`config.mk`:
```
export PLATFORM = sky130hd
export DESIGN_NAME = next_pc_unit_flat
export DESIGN_NICKNAME = d
export VERILOG_FILES = /design/src/rtl/next_pc_pkg.sv /design/src/rtl/next_pc_unit_if.sv /design/src/rtl/ras_stack.sv /design/src/rtl/next_pc_unit.sv /design/src/flat_wrapper.sv
export SDC_FILE = /design/constraint.sdc
export NUM_CORES = 1
export LEC_CHECK = 0
export CAP_MARGIN = 20
export CORE_MARGIN = 2
export CORE_UTILIZATION = 50
export CTS_BUF_LIST = sky130_fd_sc_hd__clkbuf_16
export CTS_CLUSTER_SIZE = 28
export DETAILED_ROUTE_END_ITERATION = 12
export PLACE_DENSITY = 0.76
export SLEW_MARGIN = 5
export SYNTH_ARGS = -nofsm -noshare
export SYNTH_HDL_FRONTEND = slang
export SYNTH_SLANG_ARGS = --single-unit
```
`constraint.sdc`:
```
create_clock -name clk -period 3.9 [get_ports clk]
set_input_delay 0.78 -clock clk [delete_from_list [all_inputs] [get_ports clk]]
set_output_delay 0.78 -clock clk [all_outputs]
set_load 0.01 [all_outputs]
```
`src/rtl/next_pc_pkg.sv`:
```
// Shared types and defaults for the fetch-stage next-PC generator.
package next_pc_pkg;

    typedef enum logic [2:0] {
        SRC_REDIRECT,
        SRC_HOLD,
        SRC_JUMP,
        SRC_RET,
        SRC_BRANCH,
        SRC_SEQ
    } next_src_e;

    localparam logic [4:0]  JUMP_OPCODE_DEF = 5'b11101;
    localparam int unsigned INSTR_BYTES_DEF = 4;

endpackage

```
`src/rtl/next_pc_unit_if.sv`:
```
// Control and status bundle between the fetch pipeline and the next-PC unit.
interface next_pc_unit_if #(
    parameter int unsigned ADDR_W    = 32,
    parameter int unsigned RAS_DEPTH = 4
);

    localparam int unsigned CntW = $clog2(RAS_DEPTH) + 1;

    logic              stall_i;
    logic              redirect_i;
    logic [ADDR_W-1:0] redirect_pc_i;
    logic              instr_valid_i;
    logic [31:0]       instr_i;
    logic              link_i;
    logic              ret_i;
    logic              branch_taken_i;
    logic [ADDR_W-1:0] branch_target_i;
    logic [ADDR_W-1:0] pc_o;
    logic              pc_valid_o;
    logic [CntW-1:0]   ras_count_o;
    logic              ret_miss_o;

    modport master (
        output stall_i, redirect_i, redirect_pc_i, instr_valid_i, instr_i, link_i, ret_i,
               branch_taken_i, branch_target_i,
        input  pc_o, pc_valid_o, ras_count_o, ret_miss_o
    );

    modport slave (
        input  stall_i, redirect_i, redirect_pc_i, instr_valid_i, instr_i, link_i, ret_i,
               branch_taken_i, branch_target_i,
        output pc_o, pc_valid_o, ras_count_o, ret_miss_o
    );

endinterface

```
`src/rtl/ras_stack.sv`:
```
// Circular return-address stack; a push when full overwrites the oldest entry.
module ras_stack #(
    parameter int unsigned DEPTH = 4,
    parameter int unsigned WIDTH = 32
) (
    input  logic                       clk,
    input  logic                       rst_n,
    input  logic                       push_i,
    input  logic                       pop_i,
    input  logic [WIDTH-1:0]           push_data_i,
    output logic [WIDTH-1:0]           top_data_o,
    output logic [$clog2(DEPTH):0]     count_o,
    output logic                       empty_o
);

    localparam int unsigned PtrW = $clog2(DEPTH);
    localparam int unsigned CntW = PtrW + 1;

    logic [WIDTH-1:0] mem_q [DEPTH];
    logic [WIDTH-1:0] mem_d [DEPTH];
    // Points at the next free slot; the top entry sits one below it.
    logic [PtrW-1:0]  ptr_q, ptr_d;
    logic [CntW-1:0]  count_q, count_d;
    logic [PtrW-1:0]  top_idx;

    assign top_idx = ptr_q - PtrW'(1);

    always_comb begin
        mem_d   = mem_q;
        ptr_d   = ptr_q;
        count_d = count_q;
        if (push_i) begin
            mem_d[ptr_q] = push_data_i;
            ptr_d        = ptr_q + PtrW'(1);
            if (count_q != CntW'(DEPTH)) begin
                count_d = count_q + CntW'(1);
            end
        end else if (pop_i && (count_q != '0)) begin
            ptr_d   = top_idx;
            count_d = count_q - CntW'(1);
        end
    end

    always_ff @(posedge clk) begin
        if (!rst_n) begin
            for (int i = 0; i < int'(DEPTH); i++) begin
                mem_q[i] <= '0;
            end
            ptr_q   <= '0;
            count_q <= '0;
        end else begin
            mem_q   <= mem_d;
            ptr_q   <= ptr_d;
            count_q <= count_d;
        end
    end

    assign top_data_o = mem_q[top_idx];
    assign count_o    = count_q;
    assign empty_o    = (count_q == '0);

endmodule

```
`src/rtl/next_pc_unit.sv`:
```
// Registered fetch PC: fixed-priority select among redirect, stall, jump, return, branch, sequential.
module next_pc_unit
    import next_pc_pkg::*;
#(
    parameter int unsigned       ADDR_W       = 32,
    parameter int unsigned       INSTR_BYTES  = INSTR_BYTES_DEF,
    parameter logic [ADDR_W-1:0] RESET_VECTOR = '0,
    parameter logic [4:0]        JUMP_OPCODE  = JUMP_OPCODE_DEF,
    parameter int unsigned       TGT_W        = 26,
    parameter int unsigned       RAS_DEPTH    = 4
) (
    input logic           clk,
    input logic           rst_n,
    next_pc_unit_if.slave bus
);

    localparam logic [ADDR_W-1:0] AlignMask = ~ADDR_W'(INSTR_BYTES - 1);
    localparam logic [ADDR_W-1:0] Step      = ADDR_W'(INSTR_BYTES);

    logic [ADDR_W-1:0] pc_q, pc_d;
    logic              pc_valid_q, pc_valid_d;
    logic              ret_miss_q, ret_miss_d;

    next_src_e         src;
    logic              jump_hit;
    logic [ADDR_W-1:0] jump_tgt;
    logic [ADDR_W-1:0] pc_seq;
    logic              ras_push, ras_pop, ras_empty;
    logic [ADDR_W-1:0] ras_top;

    // Instruction bits between the opcode and the target field carry no meaning here.
    logic unused_instr;
    assign unused_instr = ^bus.instr_i[26:TGT_W];

    assign jump_hit = bus.instr_valid_i && (bus.instr_i[31:27] == JUMP_OPCODE);
    assign jump_tgt = ADDR_W'(bus.instr_i[TGT_W-1:0]);
    assign pc_seq   = pc_q + Step;

    always_comb begin
        src        = SRC_SEQ;
        ret_miss_d = 1'b0;
        if (bus.redirect_i) begin
            src = SRC_REDIRECT;
        end else if (bus.stall_i) begin
            src = SRC_HOLD;
        end else if (jump_hit) begin
            src = SRC_JUMP;
        end else if (bus.ret_i && !ras_empty) begin
            src = SRC_RET;
        end else begin
            ret_miss_d = bus.ret_i;
            src        = bus.branch_taken_i ? SRC_BRANCH : SRC_SEQ;
        end
    end

    assign ras_push = (src == SRC_JUMP) && bus.link_i;
    assign ras_pop  = (src == SRC_RET);

    always_comb begin
        pc_d       = pc_q;
        pc_valid_d = 1'b1;
        case (src)
            SRC_REDIRECT: pc_d = bus.redirect_pc_i & AlignMask;
            SRC_HOLD:     pc_d = pc_q;
            SRC_JUMP:     pc_d = jump_tgt & AlignMask;
            SRC_RET:      pc_d = ras_top & AlignMask;
            SRC_BRANCH:   pc_d = bus.branch_target_i & AlignMask;
            default:      pc_d = pc_seq;
        endcase
    end

    always_ff @(posedge clk) begin
        if (!rst_n) begin
            pc_q       <= RESET_VECTOR;
            pc_valid_q <= 1'b0;
            ret_miss_q <= 1'b0;
        end else begin
            pc_q       <= pc_d;
            pc_valid_q <= pc_valid_d;
            ret_miss_q <= ret_miss_d;
        end
    end

    ras_stack #(
        .DEPTH (RAS_DEPTH),
        .WIDTH (ADDR_W)
    ) u_ras (
        .clk         (clk),
        .rst_n       (rst_n),
        .push_i      (ras_push),
        .pop_i       (ras_pop),
        .push_data_i (pc_seq),
        .top_data_o  (ras_top),
        .count_o     (bus.ras_count_o),
        .empty_o     (ras_empty)
    );

    assign bus.pc_o       = pc_q;
    assign bus.pc_valid_o = pc_valid_q;
    assign bus.ret_miss_o = ret_miss_q;

endmodule

```
`src/flat_wrapper.sv`:
```
// flat-port wrapper written by rule: the top's interface ports become plain ports
module next_pc_unit_flat import next_pc_pkg::*;
#(
    parameter int unsigned       ADDR_W       = 32,
    parameter int unsigned       INSTR_BYTES  = INSTR_BYTES_DEF,
    parameter logic [ADDR_W-1:0] RESET_VECTOR = '0,
    parameter logic [4:0]        JUMP_OPCODE  = JUMP_OPCODE_DEF,
    parameter int unsigned       TGT_W        = 26,
    parameter int unsigned       RAS_DEPTH    = 4
)
  (clk, rst_n, bus_stall_i, bus_redirect_i, bus_redirect_pc_i, bus_instr_valid_i, bus_instr_i, bus_link_i, bus_ret_i, bus_branch_taken_i, bus_branch_target_i, bus_pc_o, bus_pc_valid_o, bus_ras_count_o, bus_ret_miss_o);
  next_pc_unit_if #(.ADDR_W(ADDR_W), .RAS_DEPTH(RAS_DEPTH)) bus_i ();
  input logic clk;
  input logic rst_n;
  input wire logic [$bits(bus_i.stall_i)-1:0] bus_stall_i;
  input wire logic [$bits(bus_i.redirect_i)-1:0] bus_redirect_i;
  input wire logic [$bits(bus_i.redirect_pc_i)-1:0] bus_redirect_pc_i;
  input wire logic [$bits(bus_i.instr_valid_i)-1:0] bus_instr_valid_i;
  input wire logic [$bits(bus_i.instr_i)-1:0] bus_instr_i;
  input wire logic [$bits(bus_i.link_i)-1:0] bus_link_i;
  input wire logic [$bits(bus_i.ret_i)-1:0] bus_ret_i;
  input wire logic [$bits(bus_i.branch_taken_i)-1:0] bus_branch_taken_i;
  input wire logic [$bits(bus_i.branch_target_i)-1:0] bus_branch_target_i;
  output wire logic [$bits(bus_i.pc_o)-1:0] bus_pc_o;
  output wire logic [$bits(bus_i.pc_valid_o)-1:0] bus_pc_valid_o;
  output wire logic [$bits(bus_i.ras_count_o)-1:0] bus_ras_count_o;
  output wire logic [$bits(bus_i.ret_miss_o)-1:0] bus_ret_miss_o;
  assign bus_i.stall_i = bus_stall_i;
  assign bus_i.redirect_i = bus_redirect_i;
  assign bus_i.redirect_pc_i = bus_redirect_pc_i;
  assign bus_i.instr_valid_i = bus_instr_valid_i;
  assign bus_i.instr_i = bus_instr_i;
  assign bus_i.link_i = bus_link_i;
  assign bus_i.ret_i = bus_ret_i;
  assign bus_i.branch_taken_i = bus_branch_taken_i;
  assign bus_i.branch_target_i = bus_branch_target_i;
  assign bus_pc_o = bus_i.pc_o;
  assign bus_pc_valid_o = bus_i.pc_valid_o;
  assign bus_ras_count_o = bus_i.ras_count_o;
  assign bus_ret_miss_o = bus_i.ret_miss_o;
  next_pc_unit #(.ADDR_W(ADDR_W), .INSTR_BYTES(INSTR_BYTES), .RESET_VECTOR(RESET_VECTOR), .JUMP_OPCODE(JUMP_OPCODE), .TGT_W(TGT_W), .RAS_DEPTH(RAS_DEPTH)) u_core (.clk(clk), .rst_n(rst_n), .bus(bus_i));
endmodule
```
# Word-level counts from Yosys, hierarchy flattened
# Cells that the tools add are included.
# op_classes
n_addsub,5
n_lt_le_gt_ge,3
eq_ne,7
n_mux,18
bitwise_logic,3
reduce_logical,12
# ops
cell,count
case mux 32 bit (5 select lines),1
bitwise mux 128 bit,1
two-way mux 32 bit,3
binary-select mux 32 bit (select 2 bit),1
demux 32 bit (select 2 bit),1
adder 32 x 3 -> 32 bit (second input constant),1
two-way mux 3 bit,7
== test 3 x 2 -> 1 bit (second input constant),2
>= comparator 3 bit (second input constant),2
logical NOT 3 bit,2
NOT 2 -> 3 bit,2
== test 5 bit (second input constant),1
logical AND 1 bit,5
OR reduction 5 bit,1
two-way mux 2 bit,2
adder 3 x 1 -> 3 bit (second input constant),1
== test 3 x 1 -> 1 bit (second input constant),1
== test 3 bit (second input constant),1
less-than comparator 3 x 1 -> 1 bit (second input constant),1
!= test 3 bit (second input constant),1
nonzero test 3 bit,1
subtractor 3 x 1 -> 3 bit (second input constant),1
adder 2 x 1 -> 2 bit (second input constant),1
two-way mux 1 bit,2
6 further kinds,6
# totals
regBits,167
input_bits,104
output_inout_bits,37
word_cells,57

# Depth between registers and ports, before layout
# Gate-level depths: netlist (run 1).
# depth
ltp_word,11
mapped_depth,11
depth_no_buf,7

# By module
# A second synthesis (run 1) with hierarchy kept.
# unflattened
hier_cells,1047
area_unflattened_um2,8804.7
# modules_own_cells
mod,instances,cells_per_inst,area_each_um2,seq_area_each_um2
ras_stack,1,641,5891.9,2662.6
next_pc_unit,1,406,2912.8,640.6

# Worst setup path before layout (run 1)
# Ideal clock, no wire load.
# synth_timing
path_type,register to register
from,register u_core.u_ras.ptr_q[0]
to,"register u_core.pc_q[31], in the netlist u_core.bus.pc_o[31]"
setup_ns,0.139
t_arrival_ns,2.881
required_time_ns,3.761
setup_slack_ns,0.880
path_stages_with_launch,12
path_buffers,5
synth_period_minus_slack_ns,3.020
path_cell_list,dfxtp_1 buf_2 buf_2 inv_1 ha_1 buf_2 buf_2 buf_4 mux4_2 a222oi_1 a21boi_1 o221ai_1
# synth_between
elab_chain_len,6
# synth_lines
element,line_no,rtl
start: declaration,ras_stack.sv:22,"logic [PtrW-1:0] ptr_q, ptr_d;"
start signal: assignment,ras_stack.sv:53,ptr_q <= ptr_d;
subtractor 2 x 1 -> 2 bit,ras_stack.sv:26,assign top_idx = ptr_q - PtrW'(1);
NOT 2 -> 3 bit (implied by the code),ras_stack.sv:58,assign top_data_o = mem_q[top_idx];
binary-select mux 32 bit (select 2 bit),ras_stack.sv:58,
two-way mux 32 bit (implied by the code) (2 in series),ras_stack.sv:58,
case mux 32 bit (5 select lines),next_pc_unit.sv:62,case (src)
end signal: assignment,next_pc_unit.sv:78,pc_q <= pc_d;
end: declaration,next_pc_unit.sv:20,"logic [ADDR_W-1:0] pc_q, pc_d;"
# Every way passes these cells. The select of a mux whose other input is x is not followed.
# A chain may end at the register's enable or synchronous reset.

# Worst setup path after layout (run 1)
# layout_timing
from,input port bus_redirect_i
to,"register u_core.pc_q[14], in the netlist u_core.bus.pc_o[14]"
# layout_between
elab_chain_len,3
elab_cells_between_ends,7
cone_classes,4 x eq/ne; 2 x mux; 1 x reduce/logical
# layout_lines
element,line_no,rtl
start: declaration,flat_wrapper.sv:16,input wire logic [$bits(bus_i.redirect_i)-1:0] bus_redirect_i;
two-way mux 3 bit (*),next_pc_unit.sv:42,if (bus.redirect_i) begin
"== test 3 bit, or another cell as far along",next_pc_unit.sv:62,
case mux 32 bit (5 select lines),next_pc_unit.sv:62,
# Every way passes the cells marked *; elsewhere a longest branch is shown, timed or not.

==> run metrics, run 1 <==
largest family of logic cells by synthesized area=compound AO/OA/AOI/OAI gates; CTS Hold Bufs=0; pre-CTS setup slack=648 ps; filler cell count=1266; setup TNS=0 ps; EDFF count, synth=0; crit end category=register; gpl congestion=0.948; Final Hold Violating Endpoints=0; wire per inst=20.2 um; Top FF cell, synth=dfxtp_1; Post-DP HPWL=16500 um; initial antenna violation count=0; initial core utilization=approximately half; area delta synth->final=25.5%; worst vdd ir=0.367 mV; Tmin final=2890 ps; clk sinks=157; Synth Cell Area=7880 sq um; synth top area cells=dfxtp_1 40%, mux4_2 8.6%, a211oi_1 8.4%, nor2_1 5.6%, o21ai_0 3.6%; final core occ=64.6%; max-cap violations=0; Die Span X=130 um; Synth top area share=39.9%; post-CTS sizing=0; Worst EP arrival=3170 ps; I/O Buffers=131; die area=~17000 sq um; Pleak=3.20 nW; number of synthesized register bits=157; crit-path max FO=38; Max-Slew Margin vs Limit=34.0%; slew at the pin closest to its max-slew limit=987 ps; First DRT Iteration DRCs=between 700 and 800; register area=3140 sq um; total power=3.80 mW; GRT overflow=0; vias=7264; R2R Path Start=u_core.bus.pc_o[2]$_SDFFE_PN0P_; min-delay src=u_core.u_ras.mem_q[67]$_SDFFE_PN0P_; crit path kind=in -> reg; most common cell in the netlist=dfxtp_1; placed cells=1148; CTS Root Buffer Type=clkbuf_16; Ant. Diodes=0; H-Tree Depth=4; DR vias/cell=6.16; pwr/cell area=roughly 380 nW/um^2; mux cell area share after synthesis=under 10%; Async S/R FF share, synth=0%; multi-input logic area=4270 sq um; CTS tree=done; synthesized area per cell=9.19 sq um; Hold Crit Class=reg -> reg; synth warn=0; synth cell count leaders=157 x dfxtp_1, 118 x nor2_1, 88 x a211oi_1; die height=130 um; Tcrit/Tclk final=between 70% and 80%; simple-gate share of the synthesized area=roughly 15%; register area share after synthesis=39.9%; RSZ-0062 raised after global routing=false; Pins Over Slew Limit=0; post-synth top area cell=dfxtp_1; Global Route Usage Sum=between 20% and 30%; post-synthesis compound-gate area fraction=about 25%; Mapped Cells=858; Synth Area in Adders=0.952%; f_max=0.346 GHz; total CTS buffers=17; Setup Buffers After CTS=0; Top Ports=141; TritonRoute pass-1 iters=6; Layout Skew=11.1 ps; CTS clk-pin slew, worst paths=60 ps; fin cells=1179; Data required, critical path=4180 ps; result of the run=complete, no violations; largest net degree at the start of global routing=56; Setup violations, final=0; post-synthesis xor/xnor area fraction=under 10%; Startpoint Class=input pin; Core Area=15300 sq um; first-pass GRT wire length=about 36000 um; antenna-violating nets left=0; vias in the first global route=6650; drc violations=0; ratio of cells with drive above 1 in the final layout=between 10% and 20%; maximum clock path buffer count=2; Worst Slack Setup Final=between 1000 and 1500 ps; Synth cell types=66; Nets=1066; CP Launch Point=bus_redirect_i; Detailed Route WL=23800 um; clk_lat worst skew=430 ps; FP Rows=45
-- where the power goes --
part | total [mW] | leakage (nW) | internal (mW) | switching [mW]
Sequential | 1.68 | 1.27 | 1.63 | 0.0458
Clock | 1.69 | 0.279 | 1.00 | 0.688
Combinational | 0.434 | 1.65 | 0.213 | 0.221
-- metrics by stage --
step	instance area [sq um]	hold WS, ps
floorplan	7890	455
global placement	9300	477
detailed placement	9300	481
CTS	9890	496
global route	9890	514
finish	9890	489
-- worst paths after layout --
kind,to,slack (ps),cells after the start
min,u_core.u_ras.mem_q[67]$_SDFFE_PN0P_,490,2
max reg2reg,u_core.u_ras.mem_q[94]$_SDFFE_PN0P_,1060,6
max,u_core.bus.pc_o[14]$_SDFFE_PN0P_,1010,8
min reg2reg,u_core.u_ras.mem_q[67]$_SDFFE_PN0P_,490,2
-- layout by cell type (no fill, tap or decap), types with 4 or more instances in the layout --
master / n
clkdlybuf4s50_1: 130
a211oi_1: 88
ha_1: 5
a31oi_1: 14
xor2_1: 10
nor2_1: 118
and4_1: 7
a22oi_1: 9
a221oi_1: 10
dfxtp_1: 156
and2_1: 5
and3_1: 10
inv_1: 16
nand4_1: 13
o22ai_1: 4
nand2_1: 35
a211oi_2: 4
clkbuf_16: 17
buf_4: 25
o21ai_0: 56
a21oi_1: 45
nand2b_1: 7
nor4_1: 4
xnor2_1: 16
o211ai_1: 5
mux4_2: 30
a222oi_1: 10
mux2i_1: 9
nand3_1: 19
nor3_1: 9
and2_2: 4
-- per-layer routing --
layer / up-vias / track usage, % / part of all wire, %
met2: 336 / 44.8 / 45
met3: 41 / 6.03 / 8.8
met1: 3468 / 38.9 / 44
met5: - / 0 / 0
li1: 3419 / - / -
met4: 0 / 7.59 / 1.6
-- cell families (layout without fill, tap and decap cells) --
group                    count (synthesis)  count (layout)
XOR/XNOR                                26              26
multiplexers                            40              40
buffers and inverters                   98             207
other                                    1               2
flip-flops                             157             157
AND/OR/NAND/NOR                        248             248
adder cells (fa/ha/maj)                  6               6
AO/OA/AOI/OAI                          282             282
-- worst max-delay path, cell delays in order --
cell and delay (ps):
clkdlybuf4s50_1 470, buf_4 380, or2_1 530, a211oi_4 40, buf_4 280, a222oi_1 360
and3_1 240, a211oi_2 50
-- state kept, by name (all words and copies together) (netlist names) --
signal / cells
u_core.u_ras.mem_q: 120
u_core.bus.pc_o: 30
u_core.u_ras.count_o: 3
u_core.u_ras.ptr_q: 2
u_core.bus.pc_valid_o: 1
u_core.bus.ret_miss_o: 1
-- layout make-up --
class	instances	area share (%)
flip-flops and latches	157	31.8
well taps	211	2.67
clock inverters	14	1.70
clock buffers	17	4.30
repair buffers	159	15.7
inverters	17	0.645
multi-input cells	604	43.2
Power figures use the tool's default switching activity.
==> run 2: changes to the inputs <==
--- a/config.mk
+++ b/config.mk
@@ -7,11 +7,11 @@
 export LEC_CHECK = 0
 export CAP_MARGIN = 20
 export CORE_MARGIN = 2
-export CORE_UTILIZATION = 50
+export CORE_UTILIZATION = 48
 export CTS_BUF_LIST = sky130_fd_sc_hd__clkbuf_16
 export CTS_CLUSTER_SIZE = 28
 export DETAILED_ROUTE_END_ITERATION = 12
-export PLACE_DENSITY = 0.76
+export PLACE_DENSITY = 0.77
 export SLEW_MARGIN = 5
 export SYNTH_ARGS = -nofsm -noshare
 export SYNTH_HDL_FRONTEND = slang
==> constraint.sdc (replaced) <==
create_clock -name clk -period 2.4 [get_ports clk]
set_input_delay 0.48 -clock clk [delete_from_list [all_inputs] [get_ports clk]]
set_output_delay 0.48 -clock clk [all_outputs]
set_load 0.01 [all_outputs]
==> run 2 against run 1 <==
Register-to-register slack got worse by 910 ps; sequential power increased by 61%; sequential share of layout area decreased by 1.8 points; clock skew decreased by 3.6 ps; routed wire length increased by 4.7%; core utilization increased by 1.3 points; hold slack got worse by 71 ps; critical endpoint is now u_core.bus.pc_o[13]$_SDFFE_PN0P_; largest cell class unchanged; largest power group unchanged; highest routed layer unchanged.
==> run metrics, run 2 (synthesized netlist as in run 1, its figures left out) <==
Tcrit/Tclk final=93.9%; min-delay src=rst_n; pwr/cell area=598 nW/um^2 (+56%); GRT overflow=0 (unchanged); wire per inst=20.1 um (-0.67%); ratio of cells with drive above 1 in the final layout=16.9% (+5.6 points); result of the run=complete, no violations; antenna-violating nets left=0 (unchanged); TritonRoute pass-1 iters=8 (+2); Ant. Diodes=0 (unchanged); total CTS buffers=17 (unchanged); Pins Over Slew Limit=0 (unchanged); initial antenna violation count=0 (unchanged); Setup Buffers After CTS=0 (unchanged); f_max=0.444 GHz; H-Tree Depth=4 (unchanged); largest net degree at the start of global routing=60 (+7.1%); initial core utilization=49.5% (-2.0 points); Global Route Usage Sum=28.6% (+0.51 points); Min Hold Slack=418 ps (-70.8 ps); Layout Skew=7.45 ps (-3.61 ps); slew at the pin closest to its max-slew limit=596 ps (-390 ps); Nets=1124 (+5.4%); worst vdd ir=0.499 mV (+36%); post-CTS sizing=0 (unchanged); register area=3150 sq um (about the same); I/O Buffers=131 (unchanged); area delta synth->final=33.3%; Hold Crit Class=in -> reg; Post-DP HPWL=17800 um (+8.2%); post-route design area=10500 sq um (+6.2%); Die Span X=132 um (+2.0%); DR vias/cell=6.09 (-1.1%); CTS Hold Bufs=0 (unchanged); crit-path max FO=13 (-66%); die area=17500 sq um (+4.0%); CTS Root Buffer Type=clkbuf_16; first-pass GRT wire length=39500 um (+9.4%); gpl congestion=0.898 (-5.2%); vias in the first global route=7302 (+9.8%); FF-to-FF setup slack=150 ps (-910 ps); Setup violations, final=0 (unchanged); Tmin final=2250 ps; Final Hold Violating Endpoints=0 (unchanged); maximum clock path buffer count=2 (unchanged); largest reg by FF count=u_core.u_ras.mem_q; Max-Slew Margin vs Limit=60.0% (+26 points); hold path depth=1 (-1); R2R Path Start=u_core.u_ras.ptr_q[1]$_SDFFE_PN0P_; clk sinks=157 (unchanged); most frequent cells in the layout=156 x dfxtp_1, 130 x clkdlybuf4s50_1, 118 x nor2_1, 88 x a211oi_1, 72 x buf_4; RSZ-0062 raised after global routing=false; die height=132 um (+2.0%); Pleak=3.55 nW (+11%); R2R depth=7 (+1); Detailed Route WL=25000 um (+4.7%); clk_lat worst skew=430 ps (about the same); worst hold endpoint=u_core.bus.pc_valid_o$_DFF_P_; DP Area=9890 sq um (+6.3%); crit path kind=reg -> reg; Core Area=15900 sq um (+4.1%); filler cell count=1219 (-3.7%); First DRT Iteration DRCs=876 (+10%); max-cap violations=0 (unchanged); vias=7574 (+4.3%); Data required, critical path=2700 ps (-1480 ps); FP Rows=46 (+2.2%); max reg flops=120 (unchanged); worst reg2reg endpoint=u_core.bus.pc_o[13]$_SDFFE_PN0P_; CTS tree=done; crit end category=register; Worst EP arrival=2550 ps (-620 ps); multi-input logic area=4300 sq um (+0.56%); drc violations=0 (unchanged); leading cell type in the layout, fill and taps excluded=dfxtp_1; Top Ports=141 (unchanged); CTS clk-pin slew, worst paths=70 ps (about the same); Startpoint Class=register
run 2: cell count changes in the layout (fill, tap and decap cells not counted), moves of 2 or more:
| cell | change |
|---|---|
| clkinv_2 | +2 |
| buf_4 | +47 |
| clkinv_4 | -2 |
| buf_12 | +11 |
| inv_6 | +3 |
| clkinv_1 | -3 |
run 2: per-stage QoR:
step / TNS [ps] / util (%) / setup slack [ps] / power [mW] / instances
3_5_place_dp: -2160 / 62.0 / -143 / 3.54 / 1211
3_3_place_gp: -945 / 62.0 / -121 / 3.54 / 1211
6_report: 0 / 65.9 / 147 / 6.28 / 1243
2_1_floorplan: 0 / - / 1.91 / 3.09 / 859
5_1_grt: 0 / 65.9 / 6.19 / 6.45 / 1243
4_1_cts: 0 / 65.8 / 45.4 / 6.27 / 1243
run 2: worst max-delay path by stage:
| stage | from | endpoint | slack (ps) | cells past startpoint |
|---|---|---|---|---|
| detailed placement | bus_instr_i[28] | u_core.bus.pc_o[9]$_SDFFE_PN0P_ | -140 | 8 |
| global placement | bus_instr_i[28] | u_core.bus.pc_o[9]$_SDFFE_PN0P_ | -120 | 8 |
| finish | u_core.u_ras.ptr_q[1]$_SDFFE_PN0P_ | u_core.bus.pc_o[13]$_SDFFE_PN0P_ | 150 | 7 |
| global route | u_core.bus.pc_o[2]$_SDFFE_PN0P_ | u_core.u_ras.mem_q[52]$_SDFFE_PN0P_ | 6 | 7 |
| floorplan | u_core.u_ras.ptr_q[0]$_SDFFE_PN0P_ | u_core.bus.pc_o[31]$_SDFFE_PN0P_ | 2 | 11 |
| CTS | u_core.u_ras.ptr_q[1]$_SDFFE_PN0P_ | u_core.bus.pc_o[13]$_SDFFE_PN0P_ | 50 | 7 |
run 2: final cells by class:
cell class | instances | area share, %
Clock inverter | 14 | 1.45
Multi-Input combinational cell | 604 | 40.9
Inverter | 17 | 0.607
Timing Repair Buffer | 217 | 20.2
Clock buffer | 18 | 4.29
Tap cell | 216 | 2.57
Sequential cell | 157 | 30.0
run 2: where the power goes:
part	internal [mW]	total [mW]	switching (mW)
logic	0.404	0.797	0.394
registers	2.65	2.71	0.0615
clock network	1.61	2.77	1.16
run 2: routing by layer:
layer / global-route usage, % / wire length [um] / part of all wire [%] / vias to the layer above
li1: - / - / - / 3536
met1: 38.5 / 10300 / 41 / 3613
met2: 45.0 / 11700 / 47 / 362
met3: 6.81 / 2170 / 8.7 / 63
met4: 10.3 / 809 / 3.2 / 0
met5: 0 / 0 / 0 / -
run 2: worst max-delay path, cell delays in order, from the launching register on:
cell and delay, ps:
dfxtp_1 330, inv_1 80, ha_4 340, buf_12 190, mux4_2 530, a222oi_1 370, and3_1 230, a211oi_2 50
==> run 3: changes to the inputs <==
--- a/config.mk
+++ b/config.mk
@@ -6,13 +6,13 @@
 export NUM_CORES = 1
 export LEC_CHECK = 0
 export CAP_MARGIN = 20
-export CORE_MARGIN = 2
+export CORE_MARGIN = 1.5
 export CORE_UTILIZATION = 48
 export CTS_BUF_LIST = sky130_fd_sc_hd__clkbuf_16
 export CTS_CLUSTER_SIZE = 28
 export DETAILED_ROUTE_END_ITERATION = 12
 export PLACE_DENSITY = 0.77
-export SLEW_MARGIN = 5
+export SLEW_MARGIN = 40
 export SYNTH_ARGS = -nofsm -noshare
 export SYNTH_HDL_FRONTEND = slang
 export SYNTH_SLANG_ARGS = --single-unit
==> run 3 against run 2 <==
Clock skew increased by 0.91 ps; routed wire length is 0.55% lower; clock-buffer cell count stayed put; final cell count decreased by 0.40%; flip-flop and latch count unchanged; combinational power rose by 0.8%; fmax is 2.6% lower; sequential share of layout area grew 0.26 points; critical path depth grew 1; non-clock buffer count is 4 lower; worst setup slack got worse by 59 ps; largest cell class unchanged.
==> run metrics, run 3 (synthesized netlist as in run 1, its figures left out) <==
result of the run=complete, no violations; vias=7627 (+0.70%); filler cell count=1271 (+4.3%); Worst EP arrival=2610 ps (+60 ps); Hold Crit Class=in -> reg; CTS tree=done; max-cap violations=0 (unchanged); ratio of cells with drive above 1 in the final layout=16.3% (-0.60 points); Tcrit/Tclk final=96.3% (+2.5 points); initial core utilization=49.5% (unchanged); slew at the pin closest to its max-slew limit=788 ps (+192 ps); Die Span X=131 um (-0.76%); hold path depth=1 (unchanged); DP Area=9840 sq um (-0.43%); Data required, critical path=2690 ps (about the same); RSZ-0062 raised after global routing=false; Post-DP HPWL=17800 um (-0.21%); Layout Skew=8.36 ps (+0.912 ps); pwr/cell area=587 nW/um^2 (-1.8%); Max-Slew Margin vs Limit=47.3% (-13 points); First DRT Iteration DRCs=925 (+5.6%); final core occ=65.3% (-0.57 points); Setup Buffers After CTS=0 (unchanged); TritonRoute pass-1 iters=5 (-3); clk sinks=157 (unchanged); multi-input logic area=4290 sq um (-0.23%); FP Rows=46 (unchanged); f_max=0.432 GHz (-2.6%); max reg flops=120 (unchanged); crit-path max FO=10 (-3); Pleak=3.51 nW (-1.3%); vias in the first global route=7184 (-1.6%); total CTS buffers=17 (unchanged); placed cells=1207 (-0.33%); CTS Hold Bufs=0 (unchanged); R2R depth=8 (+1); first-pass GRT wire length=38900 um (-1.5%); Global Route Usage Sum=28.7% (+0.099 points); maximum clock path buffer count=2 (unchanged); CTS clk-pin slew, worst paths=70 ps (about the same); antenna-violating nets left=0 (unchanged); Core Area=15900 sq um (unchanged); Nets=1120 (-0.36%); clk_lat worst skew=430 ps (about the same); wire per inst=20.1 um (-0.15%); most frequent cells in the layout=156 x dfxtp_1, 130 x clkdlybuf4s50_1, 118 x nor2_1, 88 x a211oi_1, 69 x buf_4; Top Ports=141 (unchanged); fin cells=1238 (-0.40%); Detailed Route WL=24800 um (-0.55%); initial antenna violation count=0 (unchanged); worst vdd ir=0.457 mV (-8.3%); drc violations=0 (unchanged); Ant. Diodes=0 (unchanged); total power=6.11 mW (-2.7%); post-CTS sizing=0 (unchanged); area delta synth->final=32.1%; Setup violations, final=0 (unchanged); gpl congestion=0.965 (+7.4%); GRT overflow=0 (unchanged); die height=131 um (-0.76%); Final Hold Violating Endpoints=0 (unchanged); CTS Root Buffer Type=clkbuf_16; DR vias/cell=6.16 (+1.1%); largest net degree at the start of global routing=67 (+12%); I/O Buffers=131 (unchanged); crit path kind=reg -> reg; Tmin final=2310 ps (+59.3 ps); H-Tree Depth=4 (unchanged); crit end category=register; Pins Over Slew Limit=0 (unchanged); largest reg by FF count=u_core.u_ras.mem_q; register area=3150 sq um (unchanged); leading cell type in the layout, fill and taps excluded=dfxtp_1; post-route design area=10400 sq um (-0.87%); die area=17200 sq um (-1.5%); Startpoint Class=register
run 3: cell types whose count changed in the layout (fill, tap and decap cells not counted), sizes merged:
cell / change
buf: -4
clkinv: +2
inv: -2
bufinv: -1
run 3: per-layer routing:
layer	global-route usage, %	part of all wire (%)	up-vias
met2	46.4	47	376
met5	0	0	-
met3	5.59	8.3	67
met1	38.0	42	3644
met4	11.0	2.8	0
li1	-	-	3540
run 3: final timing paths:
path / start / to / slack (ps)
setup reg to reg: u_core.u_ras.ptr_q[1]$_SDFFE_PN0P_ / u_core.bus.pc_o[16]$_SDFFE_PN0P_ / 90
setup / recovery: u_core.u_ras.ptr_q[1]$_SDFFE_PN0P_ / u_core.bus.pc_o[16]$_SDFFE_PN0P_ / 90
hold / removal: rst_n / u_core.bus.pc_valid_o$_DFF_P_ / 390
hold reg to reg: u_core.u_ras.mem_q[67]$_SDFFE_PN0P_ / u_core.u_ras.mem_q[67]$_SDFFE_PN0P_ / 490
run 3: area by class of cell:
class,instances,area share (%)
clock buffers,18,4.32
clock inverters,13,1.09
inverters,17,0.613
multi-input cells,604,41.1
flip-flops and latches,157,30.2
well taps,216,2.59
repair buffers,213,20.0
run 3: critical path, cell delays in order (launching register included):
cell and delay (ps):
dfxtp_1 330, inv_1 60, ha_2 380, buf_12 160
mux4_2 540, nand2_1 100, nand3b_1 200, a32oi_1 340
a2111oi_2 80
run 3: power breakdown:
part | internal, mW | switching (mW) | leakage [nW] | total [mW]
sequential | 2.65 | 0.0616 | 1.27 | 2.71
clock | 1.48 | 1.11 | 0.279 | 2.60
combinational | 0.404 | 0.399 | 1.95 | 0.803
run 3: through the flow:
step	hold slack [ps]	worst slack, ps	setup TNS [ps]
after global placement	469	-123	-2940
after CTS	366	50.1	0
after detailed placement	478	-146	-5220
final	394	87.7	0
after global routing	387	0.168	0
after floorplan	455	1.91	0
